===== src/rtl/lpc_reg_ctrl_if.sv =====
// Bus bundle between the LPC peripheral / local fabric and the register-window controller.
// The controller takes the slave view; the peripheral and fabric side take the master view.
interface lpc_reg_ctrl_if #(
    parameter int ADDR_W = 3
);
    logic [15:0]       lpc_addr_i;
    logic [7:0]        lpc_data_in_i;
    logic              io_rden_i;
    logic              io_wren_i;
    logic              addr_hit_o;
    logic [7:0]        din_o;
    logic              loc_req_i;
    logic              loc_we_i;
    logic [ADDR_W-1:0] loc_addr_i;
    logic [7:0]        loc_wdata_i;
    logic              loc_gnt_o;
    logic [7:0]        loc_rdata_o;
    logic              loc_valid_o;
    logic              wr_evt_o;
    logic [ADDR_W-1:0] wr_idx_o;
    logic              busy_o;

    modport slave (
        input  lpc_addr_i, lpc_data_in_i, io_rden_i, io_wren_i,
        input  loc_req_i, loc_we_i, loc_addr_i, loc_wdata_i,
        output addr_hit_o, din_o, loc_gnt_o, loc_rdata_o, loc_valid_o,
        output wr_evt_o, wr_idx_o, busy_o
    );

    modport master (
        output lpc_addr_i, lpc_data_in_i, io_rden_i, io_wren_i,
        output loc_req_i, loc_we_i, loc_addr_i, loc_wdata_i,
        input  addr_hit_o, din_o, loc_gnt_o, loc_rdata_o, loc_valid_o,
        input  wr_evt_o, wr_idx_o, busy_o
    );
endinterface


===== src/rtl/lpc_reg_ctrl.sv =====
// LPC register window: address decode, read data, write commit into a byte register file,
// and arbitration of that file against a local fabric port (LPC always wins).
module lpc_reg_ctrl #(
    parameter logic [15:0]            BASE_ADDR   = 16'h0080,
    parameter int                     ADDR_W      = 3,
    parameter logic [(1<<ADDR_W)-1:0] LPC_WR_MASK = 'hFE
) (
    input  logic          clk_i,
    input  logic          nrst_i,
    lpc_reg_ctrl_if.slave bus
);
    localparam int NREG = 1 << ADDR_W;
    localparam logic [15-ADDR_W:0] BASE_TAG = BASE_ADDR[15:ADDR_W];

    typedef enum logic [1:0] {IDLE, LPC_RD, LPC_WR} state_t;

    state_t            state;
    logic [7:0]        regs [NREG];
    logic              rden_q, wren_q;
    logic [7:0]        din_q, loc_rdata_q;
    logic              loc_valid_q, wr_evt_q;
    logic [ADDR_W-1:0] wr_idx_q;

    logic              hit, rd_rise, wr_rise, loc_gnt;
    logic [ADDR_W-1:0] idx;

    assign hit     = (bus.lpc_addr_i[15:ADDR_W] == BASE_TAG);
    assign idx     = bus.lpc_addr_i[ADDR_W-1:0];
    assign rd_rise = bus.io_rden_i & ~rden_q;
    assign wr_rise = bus.io_wren_i & ~wren_q;

    // NOTE: the grant is combinational so a request in IDLE executes in the same cycle; any
    // active LPC enable blocks it, which also keeps din_o stable across the DATA phase.
    assign loc_gnt = (state == IDLE) & bus.loc_req_i & ~bus.io_rden_i & ~bus.io_wren_i;

    always_ff @(posedge clk_i or negedge nrst_i) begin
        if (!nrst_i) begin
            state       <= IDLE;
            rden_q      <= 1'b0;
            wren_q      <= 1'b0;
            din_q       <= '0;
            loc_rdata_q <= '0;
            loc_valid_q <= 1'b0;
            wr_evt_q    <= 1'b0;
            wr_idx_q    <= '0;
            // NOTE: the register file is a handful of flops with a defined reset value, not a
            // RAM, so clearing every entry here is intended.
            for (int i = 0; i < NREG; i++) regs[i] <= '0;
        end else begin
            rden_q      <= bus.io_rden_i;
            wren_q      <= bus.io_wren_i;
            loc_valid_q <= 1'b0;
            wr_evt_q    <= 1'b0;
            unique case (state)
                IDLE: begin
                    if (rd_rise && hit) begin
                        din_q <= regs[idx];
                        state <= LPC_RD;
                    end else if (wr_rise && hit) begin
                        if (LPC_WR_MASK[idx]) regs[idx] <= bus.lpc_data_in_i;
                        wr_evt_q <= 1'b1;
                        wr_idx_q <= idx;
                        state    <= LPC_WR;
                    end else if (loc_gnt) begin
                        if (bus.loc_we_i) begin
                            regs[bus.loc_addr_i] <= bus.loc_wdata_i;
                        end else begin
                            loc_rdata_q <= regs[bus.loc_addr_i];
                            loc_valid_q <= 1'b1;
                        end
                    end
                end
                LPC_RD, LPC_WR: begin
                    if (!bus.io_rden_i && !bus.io_wren_i) state <= IDLE;
                end
                default: state <= IDLE;
            endcase
        end
    end

    assign bus.addr_hit_o  = hit;
    assign bus.din_o       = din_q;
    assign bus.loc_gnt_o   = loc_gnt;
    assign bus.loc_rdata_o = loc_rdata_q;
    assign bus.loc_valid_o = loc_valid_q;
    assign bus.wr_evt_o    = wr_evt_q;
    assign bus.wr_idx_o    = wr_idx_q;
    assign bus.busy_o      = (state != IDLE);
endmodule


===== src/flat_wrapper.sv =====
// flat-port wrapper written by rule: the top's interface ports become plain ports
module lpc_reg_ctrl_flat 
#(
    parameter logic [15:0]            BASE_ADDR   = 16'h0080,
    parameter int                     ADDR_W      = 3,
    parameter logic [(1<<ADDR_W)-1:0] LPC_WR_MASK = 'hFE
)
  (clk_i, nrst_i, bus_lpc_addr_i, bus_lpc_data_in_i, bus_io_rden_i, bus_io_wren_i, bus_loc_req_i, bus_loc_we_i, bus_loc_addr_i, bus_loc_wdata_i, bus_addr_hit_o, bus_din_o, bus_loc_gnt_o, bus_loc_rdata_o, bus_loc_valid_o, bus_wr_evt_o, bus_wr_idx_o, bus_busy_o);
  lpc_reg_ctrl_if #(.ADDR_W(ADDR_W)) bus_i ();
  input  logic clk_i;
  input  logic nrst_i;
  input wire logic [$bits(bus_i.lpc_addr_i)-1:0] bus_lpc_addr_i;
  input wire logic [$bits(bus_i.lpc_data_in_i)-1:0] bus_lpc_data_in_i;
  input wire logic [$bits(bus_i.io_rden_i)-1:0] bus_io_rden_i;
  input wire logic [$bits(bus_i.io_wren_i)-1:0] bus_io_wren_i;
  input wire logic [$bits(bus_i.loc_req_i)-1:0] bus_loc_req_i;
  input wire logic [$bits(bus_i.loc_we_i)-1:0] bus_loc_we_i;
  input wire logic [$bits(bus_i.loc_addr_i)-1:0] bus_loc_addr_i;
  input wire logic [$bits(bus_i.loc_wdata_i)-1:0] bus_loc_wdata_i;
  output wire logic [$bits(bus_i.addr_hit_o)-1:0] bus_addr_hit_o;
  output wire logic [$bits(bus_i.din_o)-1:0] bus_din_o;
  output wire logic [$bits(bus_i.loc_gnt_o)-1:0] bus_loc_gnt_o;
  output wire logic [$bits(bus_i.loc_rdata_o)-1:0] bus_loc_rdata_o;
  output wire logic [$bits(bus_i.loc_valid_o)-1:0] bus_loc_valid_o;
  output wire logic [$bits(bus_i.wr_evt_o)-1:0] bus_wr_evt_o;
  output wire logic [$bits(bus_i.wr_idx_o)-1:0] bus_wr_idx_o;
  output wire logic [$bits(bus_i.busy_o)-1:0] bus_busy_o;
  assign bus_i.lpc_addr_i = bus_lpc_addr_i;
  assign bus_i.lpc_data_in_i = bus_lpc_data_in_i;
  assign bus_i.io_rden_i = bus_io_rden_i;
  assign bus_i.io_wren_i = bus_io_wren_i;
  assign bus_i.loc_req_i = bus_loc_req_i;
  assign bus_i.loc_we_i = bus_loc_we_i;
  assign bus_i.loc_addr_i = bus_loc_addr_i;
  assign bus_i.loc_wdata_i = bus_loc_wdata_i;
  assign bus_addr_hit_o = bus_i.addr_hit_o;
  assign bus_din_o = bus_i.din_o;
  assign bus_loc_gnt_o = bus_i.loc_gnt_o;
  assign bus_loc_rdata_o = bus_i.loc_rdata_o;
  assign bus_loc_valid_o = bus_i.loc_valid_o;
  assign bus_wr_evt_o = bus_i.wr_evt_o;
  assign bus_wr_idx_o = bus_i.wr_idx_o;
  assign bus_busy_o = bus_i.busy_o;
  lpc_reg_ctrl #(.BASE_ADDR(BASE_ADDR), .ADDR_W(ADDR_W), .LPC_WR_MASK(LPC_WR_MASK)) u_core (.clk_i(clk_i), .nrst_i(nrst_i), .bus(bus_i));
endmodule

===== config.mk =====
export PLATFORM = sky130hd
export DESIGN_NAME = lpc_reg_ctrl_flat
export DESIGN_NICKNAME = d
export VERILOG_FILES = /design/src/rtl/lpc_reg_ctrl_if.sv /design/src/rtl/lpc_reg_ctrl.sv /design/src/flat_wrapper.sv
export SDC_FILE = /design/constraint.sdc
export NUM_CORES = 1
export LEC_CHECK = 0
export CORE_MARGIN = 10
export CORE_UTILIZATION = 50
export CTS_BUF_LIST = sky130_fd_sc_hd__clkbuf_2
export CTS_CLUSTER_DIAMETER = 120
export DETAILED_ROUTE_END_ITERATION = 16
export GPL_TIMING_DRIVEN = 0
export HOLD_SLACK_MARGIN = 0.12
export MAX_ROUTING_LAYER = met4
export PLACE_DENSITY = 0.72
export SLEW_MARGIN = 30
export SYNTH_ARGS = -nofsm -noshare
export SYNTH_HDL_FRONTEND = slang
export SYNTH_SLANG_ARGS = --single-unit
export TNS_END_PERCENT = 10

===== constraint.sdc =====
create_clock -name clk_i -period 4.5 [get_ports clk_i]
set_input_delay 0.9 -clock clk_i [delete_from_list [all_inputs] [get_ports clk_i]]
set_output_delay 0.9 -clock clk_i [all_outputs]
set_load 0.01 [all_outputs]

; ---- After elaboration in Yosys (flattened, before gate mapping)
; Memory sizes are Yosys's and may differ from the RTL's.
; Cells that the tools add are included.
[op_classes]
bitwise_logic = 14
addsub = 0
n_mul = 0
div = 0
n_lt_le_gt_ge = 5
eq_ne = 6
muxes = 29
n_reduce_logical = 17
n_shift = 0
[op_table]
columns = operator, count
row1 = 2-to-1 mux 64 bit, 4
row2 = bitwise mux 64 bit, 2
row3 = binary-select mux 8 bit (select 3 bit), 2
row4 = demux 8 bit (select 3 bit), 2
row5 = 2-to-1 mux 8 bit, 6
row6 = "equality test 13 x 5 -> 1 bit, second input constant", 1
row7 = AND reduction 5 bit, 2
row8 = 2-to-1 mux 1 bit, 9
row9 = ">= comparator 4 bit, second input constant", 2
row10 = "less-than comparator 4 x 1 -> 1 bit, second input constant", 2
row11 = inverter 3 -> 4 bit, 2
row12 = inverter 1 bit, 7
row13 = 2-to-1 mux 2 bit, 3
row14 = nonzero test 2 bit, 3
row15 = bitwise AND 1 bit, 5
row16 = logical AND 1 bit, 5
row17 = "less-than comparator 3 x 4 -> 1 bit, second input constant", 1
row18 = case mux 2 bit (2 select lines), 1
row19 = AND reduction 2 bit, 2
row20 = "inequality test 3 bit, second input constant", 1
row21 = AND reduction 3 bit, 1
row22 = "equality test 2 x 1 -> 1 bit, second input constant", 1
row23 = "equality test 2 bit, second input constant", 1
row24 = zero test 1 bit, 2
row25 = other kinds (4), 4
[totals]
ramBits = 0
wordCells = 88
in_bits = 41
n_memories = 1
rom_bits = 8
latchBits = 0
out_inout_bits = 24
register_bits = 89
[mem_list]
columns = name, depth, width, rd, rd_ports_with_merged_regs, wr, line_no
row1 = (no name shown), 8, 1, 1, 0, 0, lpc_reg_ctrl.sv:60  ; if (LPC_WR_MASK[idx]) regs[idx] <= bus.lpc_data_in_i;

; ---- Logic depth before layout (Yosys ltp)
[logic_depth]
word_depth = 9
ltp_mapped = 8
ltp_nobuf = 6

; ---- Least setup slack after synthesis
; Ideal clock, no wire load.
[synth_timing]
kind = input-to-reg
startpoint = input bus_lpc_addr_i[8]
endpoint = register u_core.wr_idx_q[0], in the netlist u_core.bus.wr_idx_o[0]
arrival_time_ns = 2.431
path_stages = 6
required_time_ns = 4.375
path_slack_ns = 1.945
setup_ns = 0.125
n_path_buf = 2
cell_sequence = nor4b_2 > nand4_1 > buf_2 > clkbuf_1 > nor2b_1 > mux2_2
[synth_via]
elab_chain_cells = 4
word_cells_on_any_way = 5
cone_classes = eq/ne (1) / bitwise (1) / reduce/logical (3)
[synth_lines]
columns = item, line_no
row1 = "start, declared", flat_wrapper.sv:12  ; input wire logic [$bits(bus_i.lpc_addr_i)-1:0] bus_lpc_addr_i;
row2 = equality test 13 x 5 -> 1 bit (*), lpc_reg_ctrl.sv:27  ; assign hit = (bus.lpc_addr_i[15:ADDR_W] == BASE_TAG);
row3 = logical AND 1 bit, lpc_reg_ctrl.sv:56  ; if (rd_rise && hit) begin
row4 = inverter 1 bit (no source line), --
row5 = AND reduction 3 bit (no source line) (*), --
row6 = "end signal, assigned", lpc_reg_ctrl.sv:62  ; wr_idx_q <= idx;
row7 = "end, declared", lpc_reg_ctrl.sv:22  ; logic [ADDR_W-1:0] wr_idx_q;
; Every way passes the cells marked *; elsewhere a longest branch is shown, timed or not.
; A chain may end at the register's enable or synchronous reset.

; ---- Worst setup path after layout
[layout_timing]
startpoint = input bus_io_wren_i
endpoint = output bus_loc_gnt_o
[layout_via]
elab_chain_cells = 2
[layout_lines]
columns = item, line_no
row1 = "start, declared", flat_wrapper.sv:15  ; input wire logic [$bits(bus_i.io_wren_i)-1:0] bus_io_wren_i;
row2 = inverter 1 bit, lpc_reg_ctrl.sv:34  ; assign loc_gnt = (state == IDLE) & bus.loc_req_i & ~bus.io_rden_i & ~bus.io_wren_i;
row3 = bitwise AND 1 bit, lpc_reg_ctrl.sv:34
row4 = "end, declared", flat_wrapper.sv:22  ; output wire logic [$bits(bus_i.loc_gnt_o)-1:0] bus_loc_gnt_o;
; Every way passes these cells.

==> impl_metrics.json <==
{
  "synth-main-ff-cell": "dfrtp_1",
  "slew_headroom_pct": 33.4,
  "nets": 728,
  "grt_pass1_wl_mm": 33.7,
  "fin_setup_tns_ps": 0,
  "synth_nets": 663,
  "syn_area_mm2": 0.00589,
  "cp_common_cell": "clkdlybuf4s50_1",
  "cts.clk_slew.worst_paths_ps": 240,
  "vias_per_cell": 6.89,
  "synthSimpleGateAreaFrac_pct": 19.8,
  "slew_viol_final": 0,
  "synth_top_cell_area_share_pct": 37.8,
  "fin_crit_sh_pct": 82.1,
  "initial_utilization_pct": 51.3,
  "syn_area_per_cell_um2": 9.48,
  "die_h_um": 128,
  "ctsResizeCount": 0,
  "yosys.area_share.xor_xnor_pct": 0,
  "crit_fanout": 10,
  "routed_wl_mm": 22.5,
  "root_buffer": "clkbuf_2",
  "skew_ps": 37.2,
  "synthAdderAreaFrac_pct": 0.213,
  "yosysTopAreaCell": "dfrtp_1",
  "maxCapViolations": 0,
  "synthTopCellsByArea": "dfrtp_1 (38%), mux2_2 (14%), o21ai_0 (6.3%)",
  "p_per_area_mw_per_mm2": 250,
  "r2r_slack_ps": 1880,
  "grt_use_total_pct": 27.6,
  "holdCritPathClass": "input port to async pin",
  "cts_htree_levels": 3,
  "gp_congestion": 0.964,
  "layout_commonest_cell": "dfrtp_1",
  "ir_worst_vdd_v": 0.000188,
  "numCtsBuffers": 9,
  "route.vias.total": 5736,
  "synth-seq-cells": 89,
  "hold_viol_final": 0,
  "syn_inst": 621,
  "dp_hpwl_mm": 16.6,
  "synth-async-reset-ratio_pct": 100,
  "yosysSeqAreaShare_pct": 37.8,
  "clk_path_buf_depth": 2,
  "cts_setup_buffers": 0,
  "drc_errors": 0,
  "synth_top_family_by_area": "multiplexers",
  "wire_per_inst_um": 27.0,
  "post_dp_cell_area_mm2": 0.00662,
  "crit_chain": "clkdlybuf4s50_1, nor2_1, nand3_1, clkbuf_1, inv_1, clkdlybuf4s50_1",
  "cts_tree": "yes",
  "ys_warn_count": 0,
  "syn_to_final_growth_pct": 14.6,
  "grt_pass1_vias": 5643,
  "antenna_left": 0,
  "n_antenna_cell": 0,
  "layout_common_cells": "dfrtp_1 (89), mux2_2 (75), o21ai_0 (74), clkdlybuf4s50_1 (52), clkbuf_1 (44)",
  "required_ps": 3600,
  "clk_latency_ps": 630,
  "fp-row-count": 39,
  "first_iter_violations": 652,
  "worst-slew-pin-transition_ps": 991,
  "grt_overflow_total": 0,
  "crit_arrival_ps": 2790,
  "fmax_mhz": 271,
  "cpPeakStageDelay_ps": 530,
  "port_buffers": 53,
  "grt_max_degree": 47,
  "synth_edf_count": 0,
  "die_area_mm2": 0.0165,
  "worst_setup_path_start_kind": "input port",
  "die_width_um": 128,
  "synth-compound-area-share_pct": 15.0,
  "rsz0062_at_grt": "no",
  "ctsHoldBuffers": 0,
  "layout-drive-gt1-share_pct": 17.4,
  "core_area_mm2": 0.0115,
  "critPathSlowestCell": "clkdlybuf4s50_1",
  "outcome": "finished, final reports clean",
  "final-setup-viol-count": 0,
  "ios": 65,
  "endpoint_kind": "primary output",
  "clock-sinks": 89,
  "crit_type": "input port to primary output",
  "fin_area_mm2": 0.00675,
  "ys_types": 44,
  "power_leakage_uw": 0.00274,
  "period_needed_ps": 3690,
  "antenna_found_initial": 0,
  "dr.pass1.iters": 8,
  "synth.area.mux_share_pct": 22.0
}
path summary, 6_finish.rpt:
kind / start / endpoint / cells after the start
min reg2reg: u_core.bus.din_o[6] / u_core.bus.din_o[6] / 2
min in group clk_i: u_core.bus.din_o[6] / u_core.bus.din_o[6] / 2
max: bus_io_wren_i / bus_loc_gnt_o / 6
min: nrst_i / u_core.regs[7] / 1
max in group asynchronous: nrst_i / u_core.regs[49] / 2
max reg2reg: u_core.wren_q / u_core.regs[44] / 8
cell usage after synthesis, types with 2 or more instances:
cell type,n
and2_1,3
o211ai_2,2
nor2_1,23
nand2_1,42
and3_1,3
a21oi_1,16
buf_1,15
o22ai_1,4
a2bb2oi_1,9
nand3_2,4
a22oi_1,9
nor2b_1,20
buf_2,8
nor3b_1,2
nand4_1,37
nand3_1,41
nand4b_1,22
dfrtp_1,89
mux4_2,13
mux2i_1,16
nand2b_1,2
a31oi_1,9
o21ai_0,74
mux2_2,75
a22o_1,3
clkbuf_1,44
a211oi_1,3
inv_1,10
nor3_1,4
a221oi_1,5
cells by family (layout without fill, tap and decap cells):
logic type | count (synthesis) | after routing
AO/OA/AOI/OAI | 143 | 143
adder cells (fa/ha/maj) | 1 | 1
buffers and inverters | 77 | 146
flip-flops | 89 | 89
multiplexers | 104 | 104
AND/OR/NAND/NOR | 207 | 207
layout make-up:
cell class	instances	area, um2
multi-input combinational	455	3360
buffer	67	262
clock buffer	10	50.0
timing repair buffer	54	559
sequential	89	2230
inverter	10	37.5
clock inverter	5	71.3
fill	1034	4720
tap	143	179
routing by layer:
metal	global-route usage, %	vias to the layer above	share of wire, %
li1	-	2462	-
met2	39.9	405	44
met3	6.45	78	12
met1	35.8	2791	40
met5	-	-	0
met4	13.2	0	4.1
sequential cells by signal (all words and copies together), names as in the netlist:
name and flops:
u_core.bus.wr_idx_o 3, u_core.wren_q 1, u_core.rden_q 1, u_core.state 2, u_core.bus.loc_rdata_o 8, u_core.bus.din_o 8
u_core.bus.wr_evt_o 1, u_core.regs 64, u_core.bus.loc_valid_o 1
critical path, delay by kind of cell:
family,cells,cell delay [ps]
buffers and inverters,4,1610
and+or+nand+nor,2,270
where the power goes:
group,total [uW],switching (uW),internal (uW)
Sequential,880,36.8,843
Combinational,338,194,144
Clock,466,288,178
Total,1680,519,1160
metrics by stage:
step | worst slack, ps | util (%) | std cells | hold WS [ps] | power [uW]
4_1_cts | 815 | 58.8 | 833 | 161 | 1680
6_report | 807 | 58.8 | 833 | 156 | 1680
2_1_floorplan | 1940 | - | 621 | 479 | 1060
3_5_place_dp | 818 | 57.8 | 818 | 470 | 1220
3_3_place_gp | -760 | 57.5 | 817 | 461 | 1210
5_1_grt | 702 | 58.8 | 833 | 169 | 1740
No activity file was read; power rests on OpenSTA's default activity.
